==> config.mk <==
export PLATFORM = sky130hd
export DESIGN_NAME = lsu_seq_flat
export DESIGN_NICKNAME = d
export VERILOG_FILES = /design/src/rtl/lsu_seq_pkg.sv /design/src/rtl/lsu_seq_if.sv /design/src/rtl/lsu_lane_align.sv /design/src/rtl/lsu_seq.sv /design/src/flat_wrapper.sv
export SDC_FILE = /design/constraint.sdc
export NUM_CORES = 1
export LEC_CHECK = 0
export CAP_MARGIN = 15
export CORE_UTILIZATION = 40
export DETAILED_ROUTE_END_ITERATION = 16
export MAX_ROUTING_LAYER = met4
export PLACE_DENSITY = 0.75
export SYNTH_ARGS = -nofsm -noshare
export SYNTH_HDL_FRONTEND = slang
export SYNTH_HIERARCHICAL = 1
export SYNTH_SLANG_ARGS = --single-unit
==> constraint.sdc <==
create_clock -name i_clk -period 12.6 [get_ports i_clk]
set_clock_uncertainty 0.05 [all_clocks]
set_input_delay 2.52 -clock i_clk [delete_from_list [all_inputs] [get_ports i_clk]]
set_output_delay 2.52 -clock i_clk [all_outputs]
set_load 0.03 [all_outputs]
==> src/rtl/lsu_seq_pkg.sv <==
// Shared types and decode helpers for the multi-cycle load-store unit.
package lsu_seq_pkg;

    typedef enum logic [3:0] {
        LS_NONE,
        LS_LB,
        LS_LH,
        LS_LW,
        LS_LBU,
        LS_LHU,
        LS_SB,
        LS_SH,
        LS_SW
    } lsu_ls_t;

    typedef enum logic {
        MEM_ROM,
        MEM_DMEM
    } lsu_mem_src_t;

    typedef enum logic [2:0] {
        S_IDLE,
        S_REQ,
        S_WAIT,
        S_RESP,
        S_DRAIN
    } lsu_state_t;

    typedef enum logic [1:0] {
        SZ_B,
        SZ_H,
        SZ_W
    } lsu_size_t;

    function automatic lsu_size_t ls_size(input lsu_ls_t op);
        case (op)
            LS_LB, LS_LBU, LS_SB: return SZ_B;
            LS_LH, LS_LHU, LS_SH: return SZ_H;
            default:              return SZ_W;
        endcase
    endfunction

    function automatic logic ls_is_store(input lsu_ls_t op);
        return (op == LS_SB) || (op == LS_SH) || (op == LS_SW);
    endfunction

    function automatic logic ls_is_unsigned(input lsu_ls_t op);
        return (op == LS_LBU) || (op == LS_LHU);
    endfunction

endpackage

==> src/rtl/lsu_seq_if.sv <==
// Core-side handshake and memory-bus signals of the load-store unit.
interface lsu_seq_if
    import lsu_seq_pkg::*;
#(
    parameter int unsigned XLEN = 32
);
    logic              i_req_valid;
    logic              o_req_ready;
    lsu_ls_t           i_op;
    logic [XLEN-1:0]   i_addr;
    logic [XLEN-1:0]   i_wdata;
    logic              i_flush;
    logic              o_rsp_valid;
    logic [XLEN-1:0]   o_rdata;
    logic              o_t_load_addr_misaligned;
    logic              o_t_load_access_fault;
    logic              o_t_store_addr_misaligned;
    logic              o_t_store_access_fault;
    logic              o_mem_req;
    lsu_mem_src_t      o_mem_sel;
    logic              o_mem_we;
    logic [XLEN-1:0]   o_mem_addr;
    logic [XLEN-1:0]   o_mem_wdata;
    logic [XLEN/8-1:0] o_mem_wstrb;
    logic              i_mem_gnt;
    logic              i_mem_rvalid;
    logic [XLEN-1:0]   i_mem_rdata;
    logic              i_mem_err;

    modport slave (
        input  i_req_valid, i_op, i_addr, i_wdata, i_flush,
               i_mem_gnt, i_mem_rvalid, i_mem_rdata, i_mem_err,
        output o_req_ready, o_rsp_valid, o_rdata,
               o_t_load_addr_misaligned, o_t_load_access_fault,
               o_t_store_addr_misaligned, o_t_store_access_fault,
               o_mem_req, o_mem_sel, o_mem_we, o_mem_addr, o_mem_wdata, o_mem_wstrb
    );

    modport master (
        output i_req_valid, i_op, i_addr, i_wdata, i_flush,
               i_mem_gnt, i_mem_rvalid, i_mem_rdata, i_mem_err,
        input  o_req_ready, o_rsp_valid, o_rdata,
               o_t_load_addr_misaligned, o_t_load_access_fault,
               o_t_store_addr_misaligned, o_t_store_access_fault,
               o_mem_req, o_mem_sel, o_mem_we, o_mem_addr, o_mem_wdata, o_mem_wstrb
    );
endinterface

==> src/rtl/lsu_lane_align.sv <==
// Byte-lane steering: store data/strobe shifted into place, load data
// shifted down to bit 0 and sign/zero-extended by operation size.
module lsu_lane_align
    import lsu_seq_pkg::*;
#(
    parameter int unsigned XLEN = 32
) (
    input  lsu_ls_t                    op,
    input  logic [$clog2(XLEN/8)-1:0]  offset,
    input  logic [XLEN-1:0]            wdata,
    input  logic [XLEN-1:0]            mem_rdata,
    output logic [XLEN-1:0]            mem_wdata,
    output logic [XLEN/8-1:0]          mem_wstrb,
    output logic [XLEN-1:0]            rdata
);
    localparam int unsigned SW = XLEN / 8;

    logic [$clog2(XLEN/8)+2:0] bit_shift;
    logic [XLEN-1:0]           shifted;
    logic [SW-1:0]             strb_base;

    assign bit_shift = {offset, 3'b000};
    assign mem_wdata = wdata << bit_shift;
    assign mem_wstrb = strb_base << offset;
    assign shifted   = mem_rdata >> bit_shift;

    always_comb begin
        strb_base = '0;
        rdata     = '0;
        case (ls_size(op))
            SZ_B: begin
                strb_base = SW'(4'h1);
                rdata = ls_is_unsigned(op) ? XLEN'(shifted[7:0])
                                           : XLEN'($signed(shifted[7:0]));
            end
            SZ_H: begin
                strb_base = SW'(4'h3);
                rdata = ls_is_unsigned(op) ? XLEN'(shifted[15:0])
                                           : XLEN'($signed(shifted[15:0]));
            end
            default: begin
                strb_base = SW'(4'hF);
                rdata = XLEN'($signed(shifted[31:0]));
            end
        endcase
    end

endmodule

==> src/rtl/lsu_seq.sv <==
// Multi-cycle load-store unit: region decode, alignment checks and a
// request/grant/response bus transaction with timeout and flush handling.
module lsu_seq
    import lsu_seq_pkg::*;
#(
    parameter int unsigned XLEN      = 32,
    parameter logic [31:0] ROM_BASE  = 32'h0000_0000,
    parameter logic [31:0] ROM_SIZE  = 32'h0000_4000,
    parameter logic [31:0] DMEM_BASE = 32'h1000_0000,
    parameter logic [31:0] DMEM_SIZE = 32'h0000_4000,
    parameter int unsigned TIMEOUT   = 16
) (
    input logic     i_clk,
    input logic     i_rst,
    lsu_seq_if.slave bus
);
    localparam int unsigned     SW        = XLEN / 8;
    localparam int unsigned     OFFW      = $clog2(SW);
    localparam int unsigned     CW        = $clog2(TIMEOUT + 1);
    localparam logic [XLEN-1:0] ROM_B     = XLEN'(ROM_BASE);
    localparam logic [XLEN-1:0] ROM_S     = XLEN'(ROM_SIZE);
    localparam logic [XLEN-1:0] DMEM_B    = XLEN'(DMEM_BASE);
    localparam logic [XLEN-1:0] DMEM_S    = XLEN'(DMEM_SIZE);
    localparam logic [XLEN-1:0] WORD_MASK = ~(XLEN'(SW - 1));

    lsu_state_t      state;
    lsu_ls_t         op_q;
    logic [OFFW-1:0] off_q;
    logic [CW-1:0]   cnt;
    logic [CW-1:0]   cnt_inc;
    logic            req_ready, rsp_q, mem_req, mem_we;
    lsu_mem_src_t    mem_sel;
    logic [XLEN-1:0] rdata, mem_addr, mem_wdata;
    logic [SW-1:0]   mem_wstrb;
    logic            t_lmis, t_lacc, t_smis, t_sacc;

    logic [XLEN-1:0] rom_rel, dmem_rel;
    logic            in_rom, in_dmem, st, st_q, misaligned, fault, accept;
    lsu_size_t       size;
    lsu_ls_t         al_op;
    logic [OFFW-1:0] al_off;
    logic [XLEN-1:0] al_wdata, al_rdata, fin_rdata;
    logic [SW-1:0]   al_wstrb;

    // Region hit uses wrap-safe relative offsets, so no upper-bound overflow.
    assign rom_rel    = bus.i_addr - ROM_B;
    assign dmem_rel   = bus.i_addr - DMEM_B;
    assign in_rom     = rom_rel < ROM_S;
    assign in_dmem    = dmem_rel < DMEM_S;
    assign st         = ls_is_store(bus.i_op);
    assign st_q       = ls_is_store(op_q);
    assign size       = ls_size(bus.i_op);
    assign misaligned = ((size == SZ_H) && bus.i_addr[0]) ||
                        ((size == SZ_W) && (bus.i_addr[1:0] != 2'b00));
    assign fault      = !(in_rom || in_dmem) || (st && in_rom);
    assign accept     = bus.i_req_valid && req_ready && (bus.i_op != LS_NONE) && !bus.i_flush;
    assign cnt_inc    = cnt + 1'b1;
    assign fin_rdata  = (bus.i_mem_err || st_q) ? '0 : al_rdata;

    // The aligner sees the incoming op while idle and the held op afterwards.
    assign al_op  = (state == S_IDLE) ? bus.i_op : op_q;
    assign al_off = (state == S_IDLE) ? bus.i_addr[OFFW-1:0] : off_q;

    lsu_lane_align #(.XLEN(XLEN)) u_align (
        .op        (al_op),
        .offset    (al_off),
        .wdata     (bus.i_wdata),
        .mem_rdata (bus.i_mem_rdata),
        .mem_wdata (al_wdata),
        .mem_wstrb (al_wstrb),
        .rdata     (al_rdata)
    );

    always_ff @(posedge i_clk or posedge i_rst) begin
        if (i_rst) begin
            state     <= S_IDLE;
            op_q      <= LS_NONE;
            off_q     <= '0;
            cnt       <= '0;
            req_ready <= 1'b1;
            rsp_q     <= 1'b0;
            mem_req   <= 1'b0;
            mem_we    <= 1'b0;
            mem_sel   <= MEM_ROM;
            mem_addr  <= '0;
            mem_wdata <= '0;
            mem_wstrb <= '0;
            rdata     <= '0;
            t_lmis    <= 1'b0;
            t_lacc    <= 1'b0;
            t_smis    <= 1'b0;
            t_sacc    <= 1'b0;
        end else begin
            rsp_q <= 1'b0;
            case (state)
                S_IDLE: begin
                    if (accept) begin
                        op_q      <= bus.i_op;
                        off_q     <= bus.i_addr[OFFW-1:0];
                        req_ready <= 1'b0;
                        rdata     <= '0;
                        t_lmis    <= 1'b0;
                        t_lacc    <= 1'b0;
                        t_smis    <= 1'b0;
                        t_sacc    <= 1'b0;
                        if (misaligned) begin
                            t_lmis <= !st;
                            t_smis <= st;
                            rsp_q  <= 1'b1;
                            state  <= S_RESP;
                        end else if (fault) begin
                            t_lacc <= !st;
                            t_sacc <= st;
                            rsp_q  <= 1'b1;
                            state  <= S_RESP;
                        end else begin
                            mem_req   <= 1'b1;
                            mem_we    <= st;
                            mem_sel   <= in_rom ? MEM_ROM : MEM_DMEM;
                            mem_addr  <= (in_rom ? rom_rel : dmem_rel) & WORD_MASK;
                            mem_wdata <= st ? al_wdata : '0;
                            mem_wstrb <= st ? al_wstrb : '0;
                            state     <= S_REQ;
                        end
                    end
                end
                S_REQ: begin
                    cnt <= '0;
                    if (bus.i_mem_gnt || bus.i_flush) begin
                        mem_req <= 1'b0;
                        mem_we  <= 1'b0;
                    end
                    // A request granted in the flush cycle still owes a response beat.
                    if (bus.i_flush) begin
                        if (bus.i_mem_gnt && !bus.i_mem_rvalid) begin
                            state <= S_DRAIN;
                        end else begin
                            state     <= S_IDLE;
                            req_ready <= 1'b1;
                        end
                    end else if (bus.i_mem_gnt) begin
                        if (bus.i_mem_rvalid) begin
                            rdata  <= fin_rdata;
                            t_lacc <= bus.i_mem_err && !st_q;
                            t_sacc <= bus.i_mem_err && st_q;
                            rsp_q  <= 1'b1;
                            state  <= S_RESP;
                        end else begin
                            state <= S_WAIT;
                        end
                    end
                end
                S_WAIT: begin
                    cnt <= cnt_inc;
                    if (bus.i_flush) begin
                        if (bus.i_mem_rvalid) begin
                            state     <= S_IDLE;
                            req_ready <= 1'b1;
                        end else begin
                            cnt   <= '0;
                            state <= S_DRAIN;
                        end
                    end else if (bus.i_mem_rvalid) begin
                        rdata  <= fin_rdata;
                        t_lacc <= bus.i_mem_err && !st_q;
                        t_sacc <= bus.i_mem_err && st_q;
                        rsp_q  <= 1'b1;
                        state  <= S_RESP;
                    end else if (cnt_inc == CW'(TIMEOUT)) begin
                        rdata  <= '0;
                        t_lacc <= !st_q;
                        t_sacc <= st_q;
                        rsp_q  <= 1'b1;
                        state  <= S_RESP;
                    end
                end
                S_RESP: begin
                    rdata     <= '0;
                    t_lmis    <= 1'b0;
                    t_lacc    <= 1'b0;
                    t_smis    <= 1'b0;
                    t_sacc    <= 1'b0;
                    req_ready <= 1'b1;
                    state     <= S_IDLE;
                end
                S_DRAIN: begin
                    cnt <= cnt_inc;
                    if (bus.i_mem_rvalid || (cnt_inc == CW'(TIMEOUT))) begin
                        req_ready <= 1'b1;
                        state     <= S_IDLE;
                    end
                end
                default: begin
                    req_ready <= 1'b1;
                    state     <= S_IDLE;
                end
            endcase
        end
    end

    // A flush arriving during the response cycle cancels the pulse.
    assign bus.o_rsp_valid               = rsp_q && !bus.i_flush;
    assign bus.o_req_ready               = req_ready;
    assign bus.o_rdata                   = rdata;
    assign bus.o_t_load_addr_misaligned  = t_lmis;
    assign bus.o_t_load_access_fault     = t_lacc;
    assign bus.o_t_store_addr_misaligned = t_smis;
    assign bus.o_t_store_access_fault    = t_sacc;
    assign bus.o_mem_req                 = mem_req;
    assign bus.o_mem_sel                 = mem_sel;
    assign bus.o_mem_we                  = mem_we;
    assign bus.o_mem_addr                = mem_addr;
    assign bus.o_mem_wdata               = mem_wdata;
    assign bus.o_mem_wstrb               = mem_wstrb;

endmodule

==> src/flat_wrapper.sv <==
// flat-port wrapper written by rule: the top's interface ports become plain ports
module lsu_seq_flat import lsu_seq_pkg::*;
#(
    parameter int unsigned XLEN      = 32,
    parameter logic [31:0] ROM_BASE  = 32'h0000_0000,
    parameter logic [31:0] ROM_SIZE  = 32'h0000_4000,
    parameter logic [31:0] DMEM_BASE = 32'h1000_0000,
    parameter logic [31:0] DMEM_SIZE = 32'h0000_4000,
    parameter int unsigned TIMEOUT   = 16
)
  (i_clk, i_rst, bus_i_req_valid, bus_i_op, bus_i_addr, bus_i_wdata, bus_i_flush, bus_i_mem_gnt, bus_i_mem_rvalid, bus_i_mem_rdata, bus_i_mem_err, bus_o_req_ready, bus_o_rsp_valid, bus_o_rdata, bus_o_t_load_addr_misaligned, bus_o_t_load_access_fault, bus_o_t_store_addr_misaligned, bus_o_t_store_access_fault, bus_o_mem_req, bus_o_mem_sel, bus_o_mem_we, bus_o_mem_addr, bus_o_mem_wdata, bus_o_mem_wstrb);
  lsu_seq_if #(.XLEN(XLEN)) bus_i ();
  input logic i_clk;
  input logic i_rst;
  input wire logic [$bits(bus_i.i_req_valid)-1:0] bus_i_req_valid;
  input wire logic [$bits(bus_i.i_op)-1:0] bus_i_op;
  input wire logic [$bits(bus_i.i_addr)-1:0] bus_i_addr;
  input wire logic [$bits(bus_i.i_wdata)-1:0] bus_i_wdata;
  input wire logic [$bits(bus_i.i_flush)-1:0] bus_i_flush;
  input wire logic [$bits(bus_i.i_mem_gnt)-1:0] bus_i_mem_gnt;
  input wire logic [$bits(bus_i.i_mem_rvalid)-1:0] bus_i_mem_rvalid;
  input wire logic [$bits(bus_i.i_mem_rdata)-1:0] bus_i_mem_rdata;
  input wire logic [$bits(bus_i.i_mem_err)-1:0] bus_i_mem_err;
  output wire logic [$bits(bus_i.o_req_ready)-1:0] bus_o_req_ready;
  output wire logic [$bits(bus_i.o_rsp_valid)-1:0] bus_o_rsp_valid;
  output wire logic [$bits(bus_i.o_rdata)-1:0] bus_o_rdata;
  output wire logic [$bits(bus_i.o_t_load_addr_misaligned)-1:0] bus_o_t_load_addr_misaligned;
  output wire logic [$bits(bus_i.o_t_load_access_fault)-1:0] bus_o_t_load_access_fault;
  output wire logic [$bits(bus_i.o_t_store_addr_misaligned)-1:0] bus_o_t_store_addr_misaligned;
  output wire logic [$bits(bus_i.o_t_store_access_fault)-1:0] bus_o_t_store_access_fault;
  output wire logic [$bits(bus_i.o_mem_req)-1:0] bus_o_mem_req;
  output wire logic [$bits(bus_i.o_mem_sel)-1:0] bus_o_mem_sel;
  output wire logic [$bits(bus_i.o_mem_we)-1:0] bus_o_mem_we;
  output wire logic [$bits(bus_i.o_mem_addr)-1:0] bus_o_mem_addr;
  output wire logic [$bits(bus_i.o_mem_wdata)-1:0] bus_o_mem_wdata;
  output wire logic [$bits(bus_i.o_mem_wstrb)-1:0] bus_o_mem_wstrb;
  assign bus_i.i_req_valid = bus_i_req_valid;
  assign bus_i.i_op = bus_i_op;
  assign bus_i.i_addr = bus_i_addr;
  assign bus_i.i_wdata = bus_i_wdata;
  assign bus_i.i_flush = bus_i_flush;
  assign bus_i.i_mem_gnt = bus_i_mem_gnt;
  assign bus_i.i_mem_rvalid = bus_i_mem_rvalid;
  assign bus_i.i_mem_rdata = bus_i_mem_rdata;
  assign bus_i.i_mem_err = bus_i_mem_err;
  assign bus_o_req_ready = bus_i.o_req_ready;
  assign bus_o_rsp_valid = bus_i.o_rsp_valid;
  assign bus_o_rdata = bus_i.o_rdata;
  assign bus_o_t_load_addr_misaligned = bus_i.o_t_load_addr_misaligned;
  assign bus_o_t_load_access_fault = bus_i.o_t_load_access_fault;
  assign bus_o_t_store_addr_misaligned = bus_i.o_t_store_addr_misaligned;
  assign bus_o_t_store_access_fault = bus_i.o_t_store_access_fault;
  assign bus_o_mem_req = bus_i.o_mem_req;
  assign bus_o_mem_sel = bus_i.o_mem_sel;
  assign bus_o_mem_we = bus_i.o_mem_we;
  assign bus_o_mem_addr = bus_i.o_mem_addr;
  assign bus_o_mem_wdata = bus_i.o_mem_wdata;
  assign bus_o_mem_wstrb = bus_i.o_mem_wstrb;
  lsu_seq #(.XLEN(XLEN), .ROM_BASE(ROM_BASE), .ROM_SIZE(ROM_SIZE), .DMEM_BASE(DMEM_BASE), .DMEM_SIZE(DMEM_SIZE), .TIMEOUT(TIMEOUT)) u_core (.i_clk(i_clk), .i_rst(i_rst), .bus(bus_i));
endmodule
==> results of run 1 <==
[tightest hold or removal path, stage by stage, from the launching register on]
cell	delay, ps
dfrtp_1	330
nand2_1	50
nand2_1	60
[cell families after synthesis]
family | count (synthesis) | share of synthesized area (%)
multiplexers | 105 | 16.1
AND/OR/NAND/NOR | 209 | 14.7
buffers and inverters | 129 | 7.92
XOR/XNOR | 6 | 0.763
flip-flops | 121 | 44.0
AO/OA/AOI/OAI | 169 | 15.3
adder cells (fa/ha/maj) | 7 | 1.23
other | 1 | 0.0544
[layer usage]
layer | vias up | share of wire [%] | GRT usage, %
li1 | 2928 | - | -
met5 | - | 0 | -
met4 | 0 | 0.82 | 5.43
met1 | 2880 | 45 | 28.8
met3 | 13 | 6.5 | 5.25
met2 | 209 | 47 | 36.1
[synthesized netlist by cell type, types with 4 or more instances]
| cell type | number |
|---|---|
| nor4_1 | 4 |
| nor3_1 | 4 |
| nand2b_1 | 4 |
| nand2_1 | 78 |
| inv_1 | 79 |
| a31oi_1 | 5 |
| buf_6 | 4 |
| mux2i_1 | 67 |
| dfrtp_1 | 120 |
| buf_4 | 6 |
| nor2_1 | 32 |
| a21oi_1 | 33 |
| clkbuf_1 | 29 |
| a211oi_1 | 16 |
| nor2b_1 | 25 |
| ha_1 | 6 |
| o21ai_0 | 77 |
| mux2_2 | 37 |
| nand3_1 | 37 |
| buf_1 | 4 |
| a21o_1 | 9 |
| o31ai_1 | 4 |
| and2_1 | 10 |
| buf_2 | 7 |
[state kept, by name, indices dropped and copies added (netlist names)]
| register | flops |
|---|---|
| u_core/bus.o_t_load_addr_misaligned | 1 |
| u_core/cnt | 5 |
| u_core/bus.o_req_ready | 1 |
| u_core/bus.o_mem_sel | 1 |
| u_core/bus.o_t_load_access_fault | 1 |
| u_core/rsp_q | 1 |
| u_core/bus.o_mem_addr | 30 |
| u_core/bus.o_t_store_access_fault | 1 |
| u_core/op_q | 4 |
| u_core/bus.o_t_store_addr_misaligned | 1 |
| u_core/bus.o_mem_wdata | 32 |
| u_core/bus.o_mem_req | 1 |
| u_core/state | 3 |
| u_core/bus.o_mem_wstrb | 4 |
| u_core/bus.o_mem_we | 1 |
| u_core/bus.o_rdata | 32 |
| u_core/off_q | 2 |
[where the power goes]
part | switching (uW) | internal (uW) | total (uW)
Sequential | 80.3 | 511 | 592
Clock | 171 | 289 | 460
Combinational | 745 | 479 | 1220
Total | 997 | 1280 | 2280
[metrics by stage]
stage | hold WS, ps | setup slack, ps | utilization (%) | total power [uW]
after global placement | 407 | 6090 | 54.7 | 1810
final | 424 | 6090 | 58.0 | 2280
after detailed placement | 416 | 6090 | 54.7 | 1820
after global routing | 465 | 6030 | 58.0 | 2430
after CTS | 429 | 6090 | 58.0 | 2290
after floorplan | 392 | 6820 | - | 1410
[area by class of cell]
cell class / count / area share (%)
clock buffer: 23 / 5.03
clock inverter: 8 / 0.723
inverter: 79 / 3.08
multi-input combinational: 498 / 34.5
sequential: 121 / 31.2
tap: 220 / 2.84
timing repair buffer: 221 / 22.6
[path summary, 6_finish.rpt]
path,cells after the start,end
min,2,u_core/off_q[0]
max reg2reg,9,u_core/bus.o_rdata[21]
max,3,bus_o_rsp_valid
min reg2reg,2,u_core/off_q[0]
max in group asynchronous,3,u_core/bus.o_mem_wdata[11]
min in group asynchronous,2,u_core/bus.o_mem_addr[11]
==> impl_metrics.tcl, run 1 <==
set metrics [dict create \
    status "complete, no violations" \
    cts-root-buf "clkbuf_16" \
    cp-start-kind "input port" \
    cts_resized 0 \
    final_cell_mix "213 x clkdlybuf4s50_1, 120 x dfrtp_1, 78 x nand2_1, 78 x inv_1, 77 x o21ai_0" \
    drv_cap 0 \
    yosys-top-cells-area "dfrtp_1 44%, mux2i_1 9.7%, mux2_2 6.0%" \
    synthArstFlopShare_pct 100 \
    grt_max_degree 69 \
    fin_crit_ps 6510 \
    ys_seq_area_share_pct 44.0 \
    crit_fanout 11 \
    drtIter0Drc 256 \
    power.density_mw_per_mm2 235 \
    hp-start "u_core/off_q[0]" \
    ant_nets 0 \
    place_area_mm2 0.00914 \
    synth_warnings 6 \
    io_buffers 213 \
    final_nets 1051 \
    drt-total-wl_um 18800 \
    grt_antenna_before_repair 0 \
    hold_path.class "reg2reg" \
    ys.flop_type "dfrtp_1" \
    gp_congestion 0.879 \
    yosysTopAreaCellShare_pct 43.6 \
    grt_pass1_vias 5884 \
    multi_input_area_mm2 0.00334 \
    synth_cell_types 59 \
    dieArea_mm2 0.0178 \
    num_vias 6030 \
    finalInstanceArea_mm2 0.00969 \
    reg2reg_slack_ps 8540 \
    rows 47 \
    cp_top_family "buffers and inverters" \
    syn_area_mm2 0.00689 \
    grt_util_all_layers_pct 22.5 \
    critPathMaxStageDelay_ps 670 \
    n_antenna_cell 0 \
    initial_core_util_pct 41.2 \
    tightest_slew_ps 1120 \
    synth_edf_count 0 \
    crit_path_frequent_cell "clkdlybuf4s50_1" \
    cpMaxStageDelayCell "clkdlybuf4s50_1" \
    overflow 0 \
    coreArea_mm2 0.0167 \
    cp_num_buf_inv 2 \
    syn_avg_cell_area_um2 9.22 \
    wire_per_inst_um 16.0 \
    h-tree-depth 4 \
    grt_pass1_wl_um 30700 \
    vdd_ir_drop_max_mv 0.201 \
    vias_per_cell 5.15 \
    post_cts_buffers 0 \
    hpwl_um 12700 \
    required_ps 10030 \
    setup_tns_ps 0 \
    layout-drive-gt1-share_pct 9.47 \
    dieHeight_um 133 \
    min_period_over_period_pct 51.7 \
    ios 216 \
    die_w_um 133 \
    rsz0062_at_grt "false" \
    placed_cells 1139 \
    r2r-start "u_core/state[0]" \
    area_delta_synth_final_pct 40.7 \
    holdBufCountCts 0 \
    clock.fmax_mhz 154 \
    yosysTopAreaCell "dfrtp_1" \
    synth_seq_cells 121 \
    critical_path_arrival_ps 3940 \
    hold_violations 0 \
    drc 0 \
    setup_viol 0 \
    crit_chain "clkdlybuf4s50_1 -> nor2b_1 -> clkdlybuf4s50_1" \
    final_common_cell "clkdlybuf4s50_1" \
    insertion_delay_ps 400 \
    p_leak_uw 0.00419 \
    syn_inst 747 \
    layoutNonFillerInstCount 1170 \
    fill_cells 1534 \
    path_clk_slew_ps 50 \
    endpoint_kind "output port" \
    cts_tree "built" \
    final_max_slew_viol_count 0 \
    firstDrtPassIters 5 \
    critPathKind "in2out" \
    seqCellArea_mm2 0.00303 \
    slew_headroom_pct 25.0 \
    numCtsBuffers 17 \
    cts.path.max_buffers 2 \
    cp-startpoint "bus_i_flush" \
    cts.sinks 121 \
]
Power figures use the tool's default switching activity.
==> run 2, diff against run 1 <==
--- a/config.mk
+++ b/config.mk
@@ -9,7 +9,7 @@
 export CORE_UTILIZATION = 40
 export DETAILED_ROUTE_END_ITERATION = 16
 export MAX_ROUTING_LAYER = met4
-export PLACE_DENSITY = 0.75
+export PLACE_DENSITY = 0.78
 export SYNTH_ARGS = -nofsm -noshare
 export SYNTH_HDL_FRONTEND = slang
 export SYNTH_HIERARCHICAL = 1
==> constraint.sdc (replaced) <==
create_clock -name i_clk -period 5.8 [get_ports i_clk]
set_clock_uncertainty 0.05 [all_clocks]
set_input_delay 1.16 -clock i_clk [delete_from_list [all_inputs] [get_ports i_clk]]
set_output_delay 1.16 -clock i_clk [all_outputs]
set_load 0.03 [all_outputs]
==> impl_metrics.tcl, run 2 (same netlist as run 1, synthesis figures left out) <==
set metrics [dict create \
    status "complete, no violations" \
    critPathKind "in2reg" \
    numCtsBuffers 17 \
    coreArea_mm2 0.0167 \
    post_cts_buffers 0 \
    insertion_delay_ps 410 \
    path_clk_slew_ps 50 \
    num_vias 6090 \
    die_w_um 133 \
    dieHeight_um 133 \
    setup_tns_ps 0 \
    crit_end "u_core/bus.o_mem_addr[16]" \
    endpoint_kind "register" \
    min_period_over_period_pct 69.2 \
    cpMaxStageDelayCell "buf_4" \
    area_delta_synth_final_pct 40.9 \
    worst_hold_slack_ps 432 \
    overflow 0 \
    r2r-start "u_core/state[2]" \
    hold_violations 0 \
    worstHoldPathCells 2 \
    drc 0 \
    total_power_uw 4960 \
    fill_cells 1508 \
    io_buffers 213 \
    final_max_slew_viol_count 0 \
    tightest_slew_ps 831 \
    critical_path_arrival_ps 4260 \
    drv_cap 0 \
    wire_per_inst_um 16.1 \
    critPathMaxStageDelay_ps 610 \
    cts_tree "built" \
    cts_resized 0 \
    grt_util_all_layers_pct 22.7 \
    grt_pass1_wl_um 30800 \
    seqCellArea_mm2 0.00303 \
    cts.path.max_buffers 2 \
    fin_crit_ps 4010 \
    worst_r2r_path_depth 9 \
    cts.sinks 121 \
    crit_chain "clkdlybuf4s50_1 -> or4_1 -> o41ai_1 -> and2_1 -> a2bb2oi_2 -> nor3_4 -> buf_4 -> mux2_2" \
    reg2reg_slack_ps 2240 \
    cp-start-kind "input port" \
    initial_core_util_pct 41.2 \
    place_area_mm2 0.00916 \
    ios 216 \
    required_ps 6040 \
    firstDrtPassIters 6 \
    power.density_mw_per_mm2 511 \
    layout-drive-gt1-share_pct 9.86 \
    r2r-end "u_core/bus.o_rdata[22]" \
    holdBufCountCts 0 \
    multi_input_area_mm2 0.00334 \
    final_common_cell "clkdlybuf4s50_1" \
    h-tree-depth 4 \
    vdd_ir_drop_max_mv 0.310 \
    drtIter0Drc 288 \
    timing.final.ws_setup_ps 1790 \
    crit_fanout 45 \
    slew_headroom_pct 44.6 \
    ant_nets 0 \
    grt_antenna_before_repair 0 \
    grt_pass1_vias 6093 \
    dpl_worst_slack_ps 1380 \
    grt_max_degree 68 \
    finalInstanceArea_mm2 0.00971 \
    setup_viol 0 \
    cts-root-buf "clkbuf_16" \
    cp-startpoint "bus_i_addr[19]" \
    p_leak_uw 0.00421 \
    rsz0062_at_grt "false" \
    hpwl_um 13300 \
    clock.fmax_mhz 249 \
    vias_per_cell 5.19 \
    dieArea_mm2 0.0178 \
    rows 47 \
    gp_congestion 0.823 \
    hold_path.class "reg2reg" \
    final_nets 1055 \
    drt-total-wl_um 18900 \
    final_cell_mix "213 x clkdlybuf4s50_1, 120 x dfrtp_1, 78 x nand2_1, 78 x inv_1, 77 x o21ai_0" \
    n_antenna_cell 0 \
    hp-start "u_core/off_q[1]" \
]
run 2: cell count changes in the layout (fill, tap and decap cells not counted), sizes merged:
| cell | change |
|---|---|
| clkinv | +1 |
| clkbuf | -2 |
| buf | +4 |
run 2: area by class of cell:
class | count | share of cell area (%)
repair buffers | 225 | 22.9
flip-flops and latches | 121 | 31.2
clock buffers | 21 | 4.85
multi-input cells | 498 | 34.4
clock inverters | 9 | 0.773
well taps | 220 | 2.84
inverters | 79 | 3.08
run 2: worst max-delay path, delay by kind of cell:
kind / cells / cell delay (ps)
AOI/OAI and AO/OA: 2 / 640
muxes: 1 / 420
buffers and inverters: 2 / 1030
and+or+nand+nor: 3 / 1000
run 2: worst min path at each step:
stage,slack [ps],to
2_1_floorplan,390,u_core/off_q[0]
3_3_place_gp,400,u_core/off_q[0]
3_5_place_dp,420,u_core/off_q[1]
4_1_cts,430,u_core/off_q[1]
5_1_grt,470,u_core/bus.o_mem_addr[28]
6_report,430,u_core/off_q[1]
run 2: power by group:
group	switching [uW]	internal, uW
Sequential	178	1110
Clock	374	612
Combinational	1630	1050
Total	2190	2770
run 2: through the flow:
step / util, % / std cells
2_1_floorplan: - / 748
3_3_place_gp: 54.8 / 1142
3_5_place_dp: 54.8 / 1142
4_1_cts: 58.1 / 1172
5_1_grt: 58.1 / 1173
6_report: 58.1 / 1173
run 2: metal layers:
layer | GRT usage [%] | part of all wire, % | vias to the layer above
met4 | 8.08 | 2.0 | 0
met3 | 5.78 | 6.8 | 28
met2 | 35.3 | 47 | 212
met5 | - | 0 | -
met1 | 28.7 | 44 | 2922
li1 | - | - | 2928
==> run 3, diff against run 2 <==
==> constraint.sdc (replaced) <==
create_clock -name i_clk -period 3.65 [get_ports i_clk]
set_clock_uncertainty 0.05 [all_clocks]
set_input_delay 0.73 -clock i_clk [delete_from_list [all_inputs] [get_ports i_clk]]
set_output_delay 0.73 -clock i_clk [all_outputs]
set_load 0.03 [all_outputs]
==> impl_metrics.tcl, run 3 (same netlist as run 1, synthesis figures left out) <==
set metrics [dict create \
    grt_util_all_layers_pct 23.8 \
    fin_crit_ps 3100 \
    met2_usage_pct 37.0 \
    wire_per_inst_um 16.4 \
    timing.final.ws_setup_ps 554 \
    cp_num_buf_inv 2 \
    post_cts_buffers 0 \
    area_delta_synth_final_pct 43.1 \
    die_w_um 133 \
    tightest_slew_ps 592 \
    drv_cap 0 \
    multi_input_area_mm2 0.00334 \
    drc 0 \
    cts_tree "built" \
    critPathMaxStageDelay_ps 570 \
    setup_tns_ps 0 \
    p_clk_share_pct 20.0 \
    dieHeight_um 133 \
    dpl_worst_slack_ps 111 \
    placed_cells 1153 \
    cpMaxStageDelayCell "or4_1" \
    initial_core_util_pct 41.2 \
    n_antenna_cell 0 \
    met3_usage_pct 6.05 \
    switching_share_pct 44.3 \
    cts-root-buf "clkbuf_16" \
    holdBufCountCts 0 \
    hpwl_um 13700 \
    crit_chain "clkdlybuf4s50_1 -> or4_1 -> o41ai_2 -> nand3_2 -> a2bb2oi_2 -> nor3_4 -> buf_12 -> mux2_2" \
    setup_viol 0 \
    layout-drive-gt1-share_pct 11.1 \
    clock.fmax_mhz 323 \
    hold_violations 0 \
    hold_path.class "reg2reg" \
    h-tree-depth 4 \
    rsz0062_at_grt "false" \
    final_common_cell "clkdlybuf4s50_1" \
    grt_max_degree 51 \
    pwr-share-seq_pct 25.4 \
    cts.path.max_buffers 2 \
    fill_cells 1485 \
    critPathKind "in2reg" \
    drtIter0Drc 325 \
    dieArea_mm2 0.0178 \
    p_leak_uw 0.00427 \
    ant_nets 0 \
    path_clk_slew_ps 60 \
    insertion_delay_ps 420 \
    status "complete, no violations" \
    firstDrtPassIters 5 \
    overflow 0 \
    io_buffers 213 \
    cp-start-kind "input port" \
    vdd_ir_drop_max_mv 0.462 \
    grt_antenna_before_repair 0 \
    final_max_slew_viol_count 0 \
    combinationalPowerShare_pct 54.6 \
    grt_pass1_wl_um 31800 \
    grt_pass1_vias 5936 \
    coreArea_mm2 0.0167 \
    crit_fanout 29 \
    gp_congestion 0.853 \
    cts.sinks 121 \
    use_met1_pct 30.2 \
    top_usage_layer "met2" \
    layoutNonFillerInstCount 1185 \
    rows 47 \
    final_nets 1065 \
    seqCellArea_mm2 0.00303 \
    required_ps 3910 \
    slew_headroom_pct 60.2 \
    drt-total-wl_um 19500 \
    power.switching_uw 3560 \
    cts_resized 0 \
    cp_top_family "simple AND/OR/NAND/NOR gates" \
    min_period_over_period_pct 84.8 \
    vias_per_cell 5.12 \
    critical_path_arrival_ps 3360 \
    numCtsBuffers 17 \
    num_vias 6066 \
    ios 216 \
    endpoint_kind "register" \
    final_cell_mix "213 x clkdlybuf4s50_1, 120 x dfrtp_1, 78 x nand2_1, 78 x inv_1, 77 x o21ai_0" \
    power.density_mw_per_mm2 816 \
    intPower_uw 4480 \
]
==> run 3: cell count changes in the layout (fill, tap and decap cells not counted), sizes merged <==
cell / before / now
clkinvlp: 2 / 4
inv: 79 / 80
clkbuf: 21 / 18
clkinv: 6 / 8
buf: 12 / 22
==> run 3: cell type report <==
type                    instances  share of cell area (%)
multi-input cells             498                    33.9
flip-flops and latches        121                    30.7
repair buffers                235                    23.8
clock buffers                  18                    4.46
inverters                      79                    3.05
well taps                     220                    2.79
clock inverters                14                    1.27
==> run 3: worst min-delay path: stages, from the launching register on <==
cell and delay [ps]:
dfrtp_1 340, nand2_1 50, nand2_1 50
==> run 3: routing by layer <==
metal	part of all wire, %	wire length [um]
met1	44	8480
met2	48	9280
met3	7.4	1450
met4	1.3	259
met5	0	0
==> run 3: power groups by stage <==
stage	Clock, uW	Sequential [uW]	Combinational, uW
global route	1710	2100	4770
global placement	0	2040	4340
CTS	1660	2040	4410
floorplan	0	2720	2160
detailed placement	0	2050	4390
finish	1610	2040	4390
==> run 3: path summary, 6_finish.rpt <==
path                                 start                        end  cells past startpoint  slack, ps
setup / recovery            bus_i_addr[27]  u_core/bus.o_mem_addr[11]                      8        550
hold / removal             u_core/off_q[1]            u_core/off_q[1]                      2        430
setup reg to reg           u_core/state[0]     u_core/bus.o_rdata[24]                      9        760
hold reg to reg            u_core/off_q[1]            u_core/off_q[1]                      2        430
max in group asynchronous            i_rst      u_core/bus.o_rdata[3]                      3       2160
min in group asynchronous            i_rst            u_core/state[0]                      2        590
==> run 3: through the flow <==
stage	hold WS (ps)	utilization, %	cell area (um^2)	power (uW)
4_1_cts	428	59.0	9860	8110
6_report	427	59.0	9860	8040
2_1_floorplan	392	-	6900	4880
5_1_grt	462	59.0	9860	8580
3_3_place_gp	405	55.6	9290	6390
3_5_place_dp	414	55.6	9290	6440
